### src/rtl/sr_flag_sched.sv
// Round-robin scheduler that drives a bank of SR latch cells (set/reset/enable)
// and keeps a registered shadow copy of their states. Optional macro SR_SCHED_STATUS_EN adds err_o.
module sr_flag_sched #(
    parameter int NREQ     = 4,
    parameter int NFLAG    = 6,
    parameter int IDX_W    = 3,
    parameter int HOLD_CYC = 2
) (
    input  logic                  clk,
    input  logic                  rst,
    input  logic [NREQ-1:0]       req_i,
    input  logic [NREQ-1:0]       op_i,
    input  logic [NREQ*IDX_W-1:0] idx_i,
    output logic [NREQ-1:0]       gnt_o,
    output logic [NFLAG-1:0]      s_o,
    output logic [NFLAG-1:0]      r_o,
    output logic [NFLAG-1:0]      en_o,
    output logic [NFLAG-1:0]      q_o,
    output logic                  busy_o
`ifdef SR_SCHED_STATUS_EN
    ,
    output logic                  err_o
`endif
);

    localparam int PTR_W = (NREQ > 1) ? $clog2(NREQ) : 1;

    typedef enum logic [1:0] {IDLE, DRIVE, RECOVER} state_t;

    state_t           state;
    logic [PTR_W-1:0] ptr;
    logic [3:0]       hold_cnt;
    logic             cur_op;
    logic [NFLAG-1:0] cur_mask;
`ifdef SR_SCHED_STATUS_EN
    logic             cur_oor;
`endif

    logic             any_req;
    logic [PTR_W-1:0] win;
    logic [PTR_W-1:0] ptr_next;
    logic             win_op;
    logic [IDX_W-1:0] win_idx;
    logic [NFLAG-1:0] win_mask;
    logic             win_oor;

    // First requesting index at or after the pointer, wrapping around.
    always_comb begin
        logic found;
        found = 1'b0;
        win   = ptr;
        for (int unsigned i = 0; i < NREQ; i++) begin
            int unsigned k;
            k = (32'(ptr) + i) % NREQ;
            if (!found && req_i[k]) begin
                found = 1'b1;
                win   = PTR_W'(k);
            end
        end
    end

    assign any_req  = |req_i;
    assign ptr_next = PTR_W'((32'(win) + 1) % NREQ);
    assign win_op   = op_i[win];
    assign win_idx  = idx_i[int'(win)*IDX_W +: IDX_W];
    assign win_oor  = (32'(win_idx) >= NFLAG);

    // An out-of-range index decodes to an empty mask, so nothing is driven or updated.
    always_comb begin
        win_mask = '0;
        for (int unsigned f = 0; f < NFLAG; f++) begin
            win_mask[f] = (32'(win_idx) == f);
        end
    end

    always_ff @(posedge clk) begin
        if (rst) begin
            state    <= IDLE;
            ptr      <= '0;
            hold_cnt <= '0;
            cur_op   <= 1'b0;
            cur_mask <= '0;
            gnt_o    <= '0;
            s_o      <= '0;
            r_o      <= '0;
            en_o     <= '0;
            q_o      <= '0;
            busy_o   <= 1'b0;
`ifdef SR_SCHED_STATUS_EN
            cur_oor  <= 1'b0;
            err_o    <= 1'b0;
`endif
        end else begin
            gnt_o <= '0;
            case (state)
                IDLE: begin
                    if (any_req) begin
                        state      <= DRIVE;
                        busy_o     <= 1'b1;
                        gnt_o[win] <= 1'b1;
                        ptr        <= ptr_next;
                        cur_op     <= win_op;
                        cur_mask   <= win_mask;
                        hold_cnt   <= 4'(HOLD_CYC - 1);
                        en_o       <= win_mask;
                        s_o        <= win_op ? win_mask : '0;
                        r_o        <= win_op ? '0 : win_mask;
`ifdef SR_SCHED_STATUS_EN
                        cur_oor    <= win_oor;
`endif
                    end
                end
                DRIVE: begin
`ifdef SR_SCHED_STATUS_EN
                    if ((|gnt_o) && cur_oor) begin
                        err_o <= 1'b1;
                    end
`endif
                    if (hold_cnt == '0) begin
                        state <= RECOVER;
                        en_o  <= '0;
                        s_o   <= '0;
                        r_o   <= '0;
                        q_o   <= cur_op ? (q_o | cur_mask) : (q_o & ~cur_mask);
                    end else begin
                        hold_cnt <= hold_cnt - 4'd1;
                    end
                end
                RECOVER: begin
                    state  <= IDLE;
                    busy_o <= 1'b0;
                end
                default: begin
                    state  <= IDLE;
                    busy_o <= 1'b0;
                end
            endcase
        end
    end

`ifndef SR_SCHED_STATUS_EN
    logic unused_oor;
    assign unused_oor = win_oor;
`endif

endmodule
### config.mk
export PLATFORM = sky130hd
export DESIGN_NAME = sr_flag_sched
export DESIGN_NICKNAME = d
export VERILOG_FILES = /design/src/rtl/sr_flag_sched.sv
export SDC_FILE = /design/constraint.sdc
export NUM_CORES = 1
export LEC_CHECK = 0
export CORE_MARGIN = 2
export CORE_UTILIZATION = 35
export CTS_BUF_LIST = sky130_fd_sc_hd__clkbuf_4 sky130_fd_sc_hd__clkbuf_8
export CTS_CLUSTER_SIZE = 30
export DETAILED_ROUTE_END_ITERATION = 8
export GPL_TIMING_DRIVEN = 0
export PLACE_DENSITY = 0.63
export SLEW_MARGIN = 0
export SYNTH_ARGS = -nofsm -noshare
export SYNTH_HDL_FRONTEND = slang
export SYNTH_SLANG_ARGS = --single-unit
### constraint.sdc
create_clock -name clk -period 3.2 [get_ports clk]
set_input_delay 0.48 -clock clk [delete_from_list [all_inputs] [get_ports clk]]
set_output_delay 0.48 -clock clk [all_outputs]
set_load 0.005 [all_outputs]
==> flow_summary.ini <==
[floorplanning]
start_util = 0.363
die_width_um = 77.0
die_area_mm2 = 0.00593
fp.coreArea_mm2 = 0.00514
io_pins = 51
die_y_um = 77.0
placementRows = 26

[cells_and_area]
fin_util = 0.497
drive_gt1_frac = 0.0789
multiInputGateArea_um2 = 917
regArea_um2 = 881
syn_to_final_growth_pct = 37.0
final_area_mm2 = 0.00255
antenna_cells = 0
fill_cells = 530
stdcell_count = 336
fin_nets = 293

[yosys]
synthFlopType = dfxtp_1
ys_seq_area_frac = 0.472
synth_top_area_frac = 0.472
synth_edf_count = 0
syn_nets = 237
synth_area_leaders = dfxtp_1, nand2_1, a21oi_1
ys_warn_count = 0
async_reset_ff_frac = 0
synth.most_common_cell = nand2_1
avgSynthCellArea_um2 = 8.92
synthesis.area_mm2 = 0.00186
synth_cells = 209
synth_common_cells = nand2_1, dfxtp_1, a21oi_1, nor2_1, clkbuf_1
yosys.cell_types.count = 39
ys_ff_latch = 44
synth_area_leader_cell = dfxtp_1

[worst_setup_path]
path_max_fanout = 9
r2r_cells = 8
critPathKind = in2reg
end_kind = register
crit_arrival_ns = 2.88
critPathLaunchType = input port
crit_required_ns = 3.41

[clock_network]
clk_latency_ns = 0.29
cts_htree_levels = 2
holdBufCountCts = 0
cts.path.max_buffers = 2
post_cts_resized = 0
cts_buffers = 5
postCtsSetupBuffers = 0
clk_pin_slew_ns = 0.08
cts_root_buffer = clkbuf_8
cts_tree = yes
clock-sinks = 44

[global_route]
grt_max_degree = 15
grt_pass1_wl_mm = 7.42
grt_pass1_vias = 1617
antenna_found_initial = 0
overflow = 0
grt_usage = 0.154

[pwr]
power_mw = 1.57
ir_worst_vdd_mv = 0.305
p_leak_nw = 0.946
clkPwrFrac = 0.266
p_comb_frac = 0.313
netSwitchingFraction = 0.324
seq_power_share = 0.420
switchingPower_mw = 0.509
intPower_mw = 1.06
power_density_mw_per_mm2 = 616

[detailed_routing]
drt_iter0_markers = 75
wirelength_mm = 4.18
ant_nets = 0
firstDrtPassIters = 4
dr_total_vias = 1616
viasPerCell = 4.81
wl_per_cell_um = 12.5
drc = 0

[timing]
setup_tns_ns = 0
grt_setup_unrepaired = no
setup-violations-final = 0
layout_min_cycle_time_ns = 2.67
timing.final.crit_share = 0.835
holdWs_ns = 0.450
slew_viol_final = 0
worst_clock_skew_ns = 0.00510
setup_ws_ns = 0.527
finalHoldViolCount = 0
max_clock_freq_mhz = 374
maxSlewHeadroom = 0.477
tightestPinTransition_ns = 0.778

[placement]
globalplace.congestion = 0.732
dp_hpwl_mm = 3.14
port_buffers = 49
dpl_cell_area_mm2 = 0.00244
post-place-ws_ns = 0.236
dpl.cell_count = 328

[run_status]
status = finished, final reports clean

[min_path]
whs_path_depth = 2
hold_path.class = reg2reg

[run]
cap_violations = 0
[worst max-delay path: stages]
cell and delay (ns):
clkdlybuf4s50_1 0.57, nand2_1 0.08, a21oi_1 0.16, o221a_2 0.30
clkinv_1 0.28, a21oi_1 0.29, a32o_2 0.26, nand4b_2 0.22
o31ai_2 0.23
[metal layers]
metal	up-vias	wire, um	global-route usage	part of all wire
li1	847	-	-	-
met3	2	156	0.0424	0.037
met1	739	1910	0.188	0.46
met5	-	0	0	0
met2	28	2100	0.272	0.50
met4	0	17	0.0321	0.0041
[layout make-up]
cell class	instances	share of cell area
tap	70	0.0343
buffer	9	0.0162
multi-input combinational	150	0.359
inverter	6	0.00980
clock inverter	3	0.0167
clock buffer	5	0.0269
timing repair buffer	49	0.192
sequential	44	0.345
[logic make-up (layout without fill, tap and decap cells)]
family | after synthesis | in the layout | share of synthesized area
flip-flops | 44 | 44 | 0.472
AO/OA/AOI/OAI | 46 | 46 | 0.179
buffers and inverters | 15 | 72 | 0.0356
adder cells (fa/ha/maj) | 6 | 6 | 0.0403
AND/OR/NAND/NOR | 92 | 92 | 0.241
multiplexers | 4 | 4 | 0.0221
XOR/XNOR | 2 | 2 | 0.00940
[final timing paths]
check	start	endpoint	slack [ns]
max	req_i[3]	s_o[0]$_SDFFE_PP0P_	0.53
min	r_o[1]$_SDFFE_PP0P_	r_o[1]$_SDFFE_PP0P_	0.45
max reg2reg	ptr[1]$_SDFFE_PP0P_	s_o[0]$_SDFFE_PP0P_	0.86
min reg2reg	r_o[1]$_SDFFE_PP0P_	r_o[1]$_SDFFE_PP0P_	0.45
[layout by cell type, fill, tap and decap left out, types with 3 or more instances in the layout]
cell,n
nand2_1,48
nand3_1,6
and2_1,4
o21ai_1,7
clkbuf_8,5
nor2_1,10
a22o_1,4
a21oi_1,20
ha_1,6
clkbuf_1,8
dfxtp_1,44
inv_1,4
nor3_1,5
a32o_1,4
mux2i_1,3
nand2b_1,3
nor2b_1,5
clkdlybuf4s50_1,49
[power by group through the flow]
stage                     clock, mW  sequential (mW)  combinational (mW)
after floorplan                   0            0.667               0.326
after global placement            0            0.673               0.491
after detailed placement          0            0.673               0.497
after CTS                     0.430            0.661               0.499
after global routing          0.461            0.671               0.552
final                         0.419            0.661               0.493
No activity file was read; power rests on OpenSTA's default activity.
